File: src/rtl/rtc_bus_sequencer.sv
// Multi-channel round-robin sequencer driving the RTC multiplexed address/data bus.
// Optional macro RTC_CH0_PRIO_EN gives channel 0 strict priority over the round-robin channels.
module rtc_bus_sequencer #(
    parameter int unsigned NUM_CH    = 4,
    parameter int unsigned DW        = 8,
    parameter int unsigned PHASE_CYC = 10
) (
    input  logic                 clk,
    input  logic                 reset,
    input  logic [NUM_CH-1:0]    req_i,
    input  logic [NUM_CH-1:0]    we_i,
    input  logic [NUM_CH*DW-1:0] addr_i,
    input  logic [NUM_CH*DW-1:0] wdata_i,
    output logic [NUM_CH-1:0]    grant_o,
    output logic                 done_o,
    output logic [DW-1:0]        rdata_o,
    output logic                 busy_o,
    input  logic                 rst_req_i,
    output logic                 rst_ack_o,
    output logic                 cs_n_o,
    output logic                 rd_n_o,
    output logic                 wr_n_o,
    output logic                 ad_o,
    output logic [DW-1:0]        bus_out_o,
    output logic                 bus_oe_o,
    input  logic [DW-1:0]        bus_in_i
);

    localparam int unsigned CW = (PHASE_CYC > 1) ? $clog2(PHASE_CYC) : 1;
    localparam int unsigned PW = (NUM_CH > 1) ? $clog2(NUM_CH) : 1;
    localparam logic [CW-1:0] CntLast = CW'(PHASE_CYC - 1);

    // Enumerator order matters: bus states advance by incrementing the encoding.
    typedef enum logic [2:0] {
        StIdle,
        StASet,
        StAStb,
        StAHld,
        StDSet,
        StDStb,
        StDHld,
        StDone
    } state_e;

    state_e            state_q;
    logic [CW-1:0]     cnt_q;
    logic [PW-1:0]     ptr_q;
    logic              we_q;
    logic [DW-1:0]     addr_q;
    logic [DW-1:0]     wdata_q;
    logic [NUM_CH-1:0] grant_q;
    logic              done_q;
    logic [DW-1:0]     rdata_q;
    logic              busy_q;
    logic              rst_ack_q;
    logic              cs_n_q;
    logic              rd_n_q;
    logic              wr_n_q;
    logic              ad_q;
    logic              bus_oe_q;
    logic [DW-1:0]     bus_out_q;

    logic [PW-1:0]     cand;
    logic [PW-1:0]     win_idx;
    logic [PW-1:0]     ptr_nxt;
    logic              win_vld;
    logic              ptr_upd;
    logic              we_sel;
    logic [DW-1:0]     addr_sel;
    logic [DW-1:0]     wdata_sel;
    logic [NUM_CH-1:0] win_oh;

    // Scan from the pointer downwards in priority so the nearest requester overwrites last.
    always_comb begin
        cand    = '0;
        win_idx = '0;
        ptr_upd = 1'b1;
        win_vld = (|req_i) && !rst_req_i;
        for (int k = NUM_CH - 1; k >= 0; k--) begin
            cand = PW'((int'(ptr_q) + k) % NUM_CH);
            if (req_i[cand]) begin
                win_idx = cand;
            end
        end
`ifdef RTC_CH0_PRIO_EN
        if (req_i[0]) begin
            win_idx = '0;
            ptr_upd = 1'b0;
        end
`endif
        ptr_nxt = PW'((int'(win_idx) + 1) % NUM_CH);
    end

    always_comb begin
        we_sel    = 1'b0;
        addr_sel  = '0;
        wdata_sel = '0;
        win_oh    = '0;
        for (int i = 0; i < NUM_CH; i++) begin
            if (win_idx == PW'(i)) begin
                we_sel    = we_i[i];
                addr_sel  = addr_i[i*DW +: DW];
                wdata_sel = wdata_i[i*DW +: DW];
                win_oh[i] = 1'b1;
            end
        end
    end

    // Bus outputs are decoded from the registered state, so they trail the state by one cycle;
    // grant is set directly on the arbitration edge, giving grant-to-done of 6*PHASE_CYC+1.
    always_ff @(posedge clk) begin
        if (reset) begin
            state_q   <= StIdle;
            cnt_q     <= '0;
            ptr_q     <= '0;
            we_q      <= 1'b0;
            addr_q    <= '0;
            wdata_q   <= '0;
            grant_q   <= '0;
            done_q    <= 1'b0;
            rdata_q   <= '0;
            busy_q    <= 1'b0;
            rst_ack_q <= 1'b0;
            cs_n_q    <= 1'b1;
            rd_n_q    <= 1'b1;
            wr_n_q    <= 1'b1;
            ad_q      <= 1'b0;
            bus_oe_q  <= 1'b0;
            bus_out_q <= '0;
        end else begin
            cs_n_q    <= 1'b1;
            rd_n_q    <= 1'b1;
            wr_n_q    <= 1'b1;
            ad_q      <= 1'b0;
            bus_oe_q  <= 1'b0;
            bus_out_q <= '0;
            done_q    <= 1'b0;
            busy_q    <= (state_q != StIdle);
            rst_ack_q <= rst_req_i && (rst_ack_q || (state_q == StIdle));

            // Capture on the trailing edge of the visible read strobe.
            if (!rd_n_q && (state_q == StDHld)) begin
                rdata_q <= bus_in_i;
            end

            if ((state_q != StIdle) && (state_q != StDone)) begin
                if (cnt_q == CntLast) begin
                    cnt_q   <= '0;
                    state_q <= state_e'(state_q + 3'd1);
                end else begin
                    cnt_q <= cnt_q + CW'(1);
                end
            end

            unique case (state_q)
                StIdle: begin
                    if (win_vld) begin
                        state_q <= StASet;
                        cnt_q   <= '0;
                        grant_q <= win_oh;
                        busy_q  <= 1'b1;
                        we_q    <= we_sel;
                        addr_q  <= addr_sel;
                        wdata_q <= wdata_sel;
                        if (ptr_upd) begin
                            ptr_q <= ptr_nxt;
                        end
                    end
                end
                StASet, StAHld: begin
                    bus_oe_q  <= 1'b1;
                    bus_out_q <= addr_q;
                end
                StAStb: begin
                    cs_n_q    <= 1'b0;
                    wr_n_q    <= 1'b0;
                    bus_oe_q  <= 1'b1;
                    bus_out_q <= addr_q;
                end
                StDSet, StDHld: begin
                    ad_q      <= 1'b1;
                    bus_oe_q  <= we_q;
                    bus_out_q <= we_q ? wdata_q : '0;
                end
                StDStb: begin
                    ad_q      <= 1'b1;
                    cs_n_q    <= 1'b0;
                    wr_n_q    <= !we_q;
                    rd_n_q    <= we_q;
                    bus_oe_q  <= we_q;
                    bus_out_q <= we_q ? wdata_q : '0;
                end
                StDone: begin
                    grant_q <= '0;
                    done_q  <= 1'b1;
                    state_q <= StIdle;
                end
            endcase
        end
    end

    assign grant_o   = grant_q;
    assign done_o    = done_q;
    assign rdata_o   = rdata_q;
    assign busy_o    = busy_q;
    assign rst_ack_o = rst_ack_q;
    assign cs_n_o    = cs_n_q;
    assign rd_n_o    = rd_n_q;
    assign wr_n_o    = wr_n_q;
    assign ad_o      = ad_q;
    assign bus_out_o = bus_out_q;
    assign bus_oe_o  = bus_oe_q;

endmodule

File: config.mk
export PLATFORM = sky130hd
export DESIGN_NAME = rtc_bus_sequencer
export DESIGN_NICKNAME = d
export VERILOG_FILES = /design/src/rtl/rtc_bus_sequencer.sv
export SDC_FILE = /design/constraint.sdc
export NUM_CORES = 1
export LEC_CHECK = 0
export CORE_ASPECT_RATIO = 0.9
export CORE_MARGIN = 2
export CORE_UTILIZATION = 44
export CTS_BUF_LIST = sky130_fd_sc_hd__clkbuf_2 sky130_fd_sc_hd__clkbuf_4 sky130_fd_sc_hd__clkbuf_8
export DETAILED_ROUTE_END_ITERATION = 8
export GPL_ROUTABILITY_DRIVEN = 0
export HOLD_SLACK_MARGIN = 0.1
export PLACE_DENSITY = 0.81
export SLEW_MARGIN = 30
export SYNTH_ARGS = -nofsm -noshare
export SYNTH_HDL_FRONTEND = slang
export SYNTH_SLANG_ARGS = --single-unit
File: constraint.sdc
create_clock -name clk -period 3.7 [get_ports clk]
set_clock_uncertainty 0.05 [all_clocks]
set_input_delay 0.74 -clock clk [delete_from_list [all_inputs] [get_ports clk]]
set_output_delay 0.74 -clock clk [all_outputs]
set_load 0.02 [all_outputs]
==> results of run 1 <==
## layout make-up
class	count	area, um^2	area share, %
multi-input cells	206	1480	37.2
clock buffers	5	68.8	1.73
clock inverters	3	45.0	1.13
flip-flops and latches	54	1080	27.2
well taps	72	90.1	2.27
repair buffers	117	1150	29.0
inverters	15	56.3	1.42
## how the worst max path moves through the flow
stage | from | end | slack (ns) | depth (start not counted)
detailed placement | req_i[1] | addr_q[2] | 0.26 | 9
global route | req_i[3] | wdata_q[3] | 0.41 | 9
finish | req_i[1] | addr_q[2] | 0.56 | 9
CTS | req_i[1] | addr_q[2] | 0.58 | 9
global placement | req_i[0] | we_q | 0.08 | 9
floorplan | req_i[0] | addr_q[0] | 0.69 | 9
## synthesized netlist by cell type (3+ instances only)
| library cell | number |
|---|---|
| a21oi_1 | 9 |
| a221o_1 | 14 |
| a221oi_1 | 3 |
| a22o_1 | 8 |
| a32o_1 | 16 |
| clkbuf_1 | 13 |
| dfxtp_1 | 54 |
| ha_1 | 10 |
| inv_1 | 15 |
| mux2i_1 | 11 |
| nand2_1 | 23 |
| nand2b_1 | 6 |
| nand3_1 | 4 |
| nor2_1 | 13 |
| nor2b_1 | 21 |
| nor3_1 | 3 |
| o21ai_0 | 23 |
| o32ai_1 | 6 |
| or2_2 | 4 |
## state kept, by name (all words and copies together) (netlist names), 2 cells and up
register and flops:
addr_q 8, bus_out_o 8, cnt_q 4, grant_o 4
ptr_q 2, rdata_o 8, state_q 3, wdata_q 8
## stage by stage
stage                     power [mW]  cell area (um^2)  cells  utilization [%]
after global routing            1.50              3970    472             65.7
after floorplan                0.874              2710    294                -
final                           1.43              3970    472             65.7
after detailed placement        1.04              3860    464             63.8
after CTS                       1.43              3970    472             65.7
after global placement          1.03              3860    464             63.8
## critical path, delay by kind of cell
family / cells / cell delay [ns]
adder cells (fa/ha/maj): 1 / 0.23
buffers and inverters: 2 / 0.77
AND/OR/NAND/NOR: 3 / 0.57
AO/OA/AOI/OAI: 3 / 0.98
## cells by family after synthesis
family	count (synthesis)
AO/OA/AOI/OAI	95
buffers and inverters	34
adder cells (fa/ha/maj)	10
AND/OR/NAND/NOR	89
multiplexers	12
flip-flops	54
## routing by layer
layer  global-route usage [%]  vias to the layer above  part of all wire, %
met1                     29.5                     1220                   44
met3                     4.10                       13                  5.6
met4                     7.50                        0                  2.5
met5                        0                        -                    0
li1                         -                     1311                    -
met2                     35.5                       80                   48
## report_power, final
part,internal (mW),switching (mW)
registers,0.618,0.0232
logic,0.207,0.179
clock network,0.202,0.202
==> run metrics, run 1 <==
vias=2624; power density cells=360 nW/um^2; syn_area_per_cell=slightly above 9 um^2; yosys synthesis warning count=0; Max H-tree Level=2; global-route wire length before repair=between 10000 and 15000 um; area delta synth->final=46.7%; Ports=~110; R2R Setup Slk=approximately 1.3 ns; Worst EP required=~3.9 ns; share of the synthesized area in the top cell type=about two fifths; Synth Area in Simple Gates=between 10% and 20%; status=finished clean; WP data arrival=3.29 ns; fin crit share=a little over four fifths; Die Span Y=78.4 um; hold slack=0.425 ns; Tmin final=about 3.1 ns; Overall Global Routing Usage=around 22%; total grt overflow=0; hold-critical path depth=1; initial DRC count=110; sequential area share after synthesis=approximately 40%; endpoints failing hold=0; Ant. Diodes=0; dominant cells by area after synthesis=dfxtp_1 40%, a32o_1 5.9%, a221o_1 5.2%; largest net degree at the start of global routing=31; Hold Path Class=reg2reg; Placement Setup Slack=about 0.26 ns; Routed WL=7500 um; TNS Setup=0 ns; port bufs=110; Final Setup Violations=0; crit path kind=in2reg; CP cell instances=clkdlybuf4s50_1, nor2_1, a2111oi_0, buf_4, nor2_1, ha_1, or2_2, a221o_1, a32o_1; max cap viols=0; setup ws final=approximately 0.56 ns; latest clock arrival within the worst-skew pair=between 0.3 and 0.4 ns; Synth Area in Adders=around 4.6%; most frequent cells in the layout=110 x clkdlybuf4s50_1, 54 x dfxtp_1, 23 x o21ai_0, 23 x nand2_1, 20 x nor2b_1; largest area contributor in the netlist=dfxtp_1; Post-CTS Setup Inserts=0; antenna viol nets, final=0; Reg2Reg Depth=7; Max Root-Sink Buffers=2; most common cell after layout, fill and taps aside=clkdlybuf4s50_1; vias in the first global route=about 2.5k; Slew headroom=43.0%; slowest stage delay, CP=0.58 ns; Post-CTS Hold Buffers=0; layout cells sized above 1=around 6.5%; cell area after synthesis=roughly 2700 um^2; filler instances=between 400 and 500; WHS Endpoint=wdata_q[2]; most used cell, CP=nor2_1; Fmax=between 0.3 and 0.4 GHz; Max VDD drop=177 uV; initial antenna violation count=0; Critical-path top delay cell=clkdlybuf4s50_1; post-synthesis mux area share=around 4.5%; Slew @ Worst Pin=0.855 ns; Synth Area in Compound Gates=27.6%; FFs w/ async S/R, synth=0%; drt via density=around 5.6; floorplan die width=roughly 87 um; Clock Tree Root=clkbuf_8; EDFF count, synth=0; CTS tree=done; Num CTS Buffers=5; core footprint=slightly above 6000 um^2; hold path start=wdata_q[2]; ys flop type=dfxtp_1; DRC=0; post-cts sizing count=0; Die Area=6800 um^2; Initial Util=roughly 45%; P_leak=1.47 nW; synthesized net count=387; CTS sink cnt=between 50 and 60; xor and xnor area share after synthesis=0%; routed len/inst=15.9 um; #FFs+latches synth=54; Worst R2R End=we_q; Setup crit start kind=input pin; fin. max-slew vios=0; # rows=27; dpl hpwl=~5700 um; Synth Instances=294; Netlist cell types=a little under 50; critical path endpoint category=flip-flop; Nets=492; reg2reg start=ptr_q[1]; Clock transition at path regs=0.09 ns; main combinational cell family by area after synthesis=compound AO/OA/AOI/OAI gates; RSZ-0062 raised after global routing=false; drt first pass iters=4; Critical Path Fanout Max=15
Power figures use the tool's default switching activity.
==> inputs of run 2 (changes only) <==
--- a/config.mk
+++ b/config.mk
@@ -7,12 +7,12 @@
 export LEC_CHECK = 0
 export CORE_ASPECT_RATIO = 0.9
 export CORE_MARGIN = 2
-export CORE_UTILIZATION = 44
+export CORE_UTILIZATION = 40
 export CTS_BUF_LIST = sky130_fd_sc_hd__clkbuf_2 sky130_fd_sc_hd__clkbuf_4 sky130_fd_sc_hd__clkbuf_8
 export DETAILED_ROUTE_END_ITERATION = 8
 export GPL_ROUTABILITY_DRIVEN = 0
 export HOLD_SLACK_MARGIN = 0.1
-export PLACE_DENSITY = 0.81
+export PLACE_DENSITY = 0.77
 export SLEW_MARGIN = 30
 export SYNTH_ARGS = -nofsm -noshare
 export SYNTH_HDL_FRONTEND = slang
==> constraint.sdc (replaced) <==
create_clock -name clk -period 2.75 [get_ports clk]
set_clock_uncertainty 0.05 [all_clocks]
set_input_delay 0.55 -clock clk [delete_from_list [all_inputs] [get_ports clk]]
set_output_delay 0.55 -clock clk [all_outputs]
set_load 0.02 [all_outputs]
==> run metrics, run 2 (synthesized netlist as in run 1, its figures left out) <==
status=finished clean; fin. max-slew vios=0 (unchanged); Clock transition at path regs=0.10 ns (about the same); critical path endpoint category=flip-flop; Fmax=around 0.38 GHz; layout cells sized above 1=9.54% (+3.0 points); Critical Path Fanout Max=15 (unchanged); clock power share=28.2% (about the same); Switch Pwr=559 uW (+38%); Seq pwr share=43.9% (-0.9 points); Register Area=1080 um^2 (unchanged); CTS tree=done; TNS Setup=0 ns (unchanged); global-route wire length before repair=11400 um (-3.7%); Tmin final=about 2.7 ns; drt first pass iters=4 (unchanged); final core utilization=62.5% (-3.2 points); dpl cells=491 (+5.8%); Clock Tree Root=clkbuf_8; Power Total=1.97 mW (+37%); Sw Ratio=28.4% (+0.18 points); Internal=1.41 mW (+37%); Hold Path Class=reg2reg; CTS sink cnt=54 (unchanged); filler instances=568 (+15%); most common cell after layout, fill and taps aside=clkdlybuf4s50_1; max cap viols=0 (unchanged); reg2reg start=ptr_q[1]; hold path start=addr_q[0]; WP data arrival=2.81 ns (-0.48 ns); hold slack=0.431 ns (+0.00538 ns); antenna viol nets, final=0 (unchanged); most frequent cells in the layout=110 x clkdlybuf4s50_1, 54 x dfxtp_1, 23 x nand2_1; endpoints failing hold=0 (unchanged); # rows=28 (+3.7%); Post-CTS Setup Inserts=0 (unchanged); total grt overflow=0 (unchanged); Max Root-Sink Buffers=2 (unchanged); P_leak=1.53 nW (+4.0%); Ports=111 (unchanged); crit path kind=in2reg; slowest stage delay, CP=0.55 ns (-0.03 ns); initial antenna violation count=0 (unchanged); Slew headroom=48.9% (+5.9 points); Max VDD drop=296 uV (+67%); Routed WL=7710 um (+2.9%); Max H-tree Level=2 (unchanged); routed len/inst=15.5 um (-2.7%); fin cells=499 (+5.7%); initial DRC count=114 (+3.6%); DRC=0 (unchanged); floorplan die width=90.7 um (+4.7%); power share of the combinational group=28.0% (+1.1 points); Num CTS Buffers=5 (unchanged); latest clock arrival within the worst-skew pair=0.31 ns (about the same); dpl hpwl=5770 um (+1.0%); Post-CTS Hold Buffers=0 (unchanged); Critical-path top delay cell=clkdlybuf4s50_1; Ant. Diodes=0 (unchanged); vias in the first global route=2346 (-5.5%); fin crit share=between 90% and 100%; Final Setup Violations=0 (unchanged); Slew @ Worst Pin=0.766 ns (-0.0891 ns); Die Area=7450 um^2 (+9.5%); power density cells=480 nW/um^2 (+33%); Overall Global Routing Usage=19.1% (-2.9 points); Worst EP required=2.91 ns (-0.95 ns); area delta synth->final=51.1%; drt via density=5.35 (-3.8%); Setup crit start=req_i[1]; Setup crit start kind=input pin; Nets=501 (+1.8%); Initial Util=41.3% (-3.4 points); port bufs=110 (unchanged); vias=2669 (+1.7%); Die Span Y=82.1 um (+4.6%); CP cell instances=clkdlybuf4s50_1, inv_1, a2111oi_2, nor2_1, ha_1, or2_4, a221o_1, a32o_1; largest net degree at the start of global routing=29 (-6.5%); core footprint=6550 um^2 (+8.3%); multi-input logic area=1510 um^2 (+1.9%)
## run 2: metrics by stage
stage,cell area (um^2),setup WS [ns]
floorplan,2710,0.0167
global placement,3950,-0.478
detailed placement,3950,-0.491
CTS,4080,0.00228
global route,4090,-0.0131
finish,4090,0.0934
## run 2: routing by layer
layer,track usage [%],wire length [um],up-vias
met5,0,0,-
met3,3.39,396,6
met1,25.9,3470,1265
met2,31.6,3770,73
li1,-,-,1325
met4,5.08,78,0
## run 2: final timing paths
check	slack, ns	cells after the start	to
setup reg to reg	0.53	6	addr_q[5]
setup / recovery	0.09	8	addr_q[5]
hold reg to reg	0.43	1	addr_q[0]
hold / removal	0.43	1	addr_q[0]
## run 2: power by group through the flow
| stage | sequential [mW] | combinational (mW) | clock, mW |
|---|---|---|---|
| 2_1_floorplan | 0.884 | 0.293 | 0 |
| 3_3_place_gp | 0.877 | 0.522 | 0 |
| 3_5_place_dp | 0.879 | 0.533 | 0 |
| 4_1_cts | 0.861 | 0.544 | 0.565 |
| 5_1_grt | 0.869 | 0.591 | 0.597 |
| 6_report | 0.862 | 0.550 | 0.554 |
## run 2: worst max-delay path: cells and delay by family
| kind | cells | cell delay [ns] |
|---|---|---|
| fa+ha+maj | 1 | 0.23 |
| buf+inv | 2 | 0.62 |
| simple gates | 2 | 0.46 |
| compound gates | 3 | 0.94 |
## run 2: timing repair
action                     CTS  global route
pin swaps                    0             1
gates resized for setup      3             4
setup endpoints to repair   16            16
cloned                       0             0
## run 2: cell type report
class                           instances  area share [%]
Multi-Input combinational cell        206            36.8
Timing Repair Buffer                  126            29.8
Sequential cell                        54            26.4
Tap cell                               90            2.75
Clock buffer                            5            1.68
Inverter                               15            1.38
Clock inverter                          3            1.19
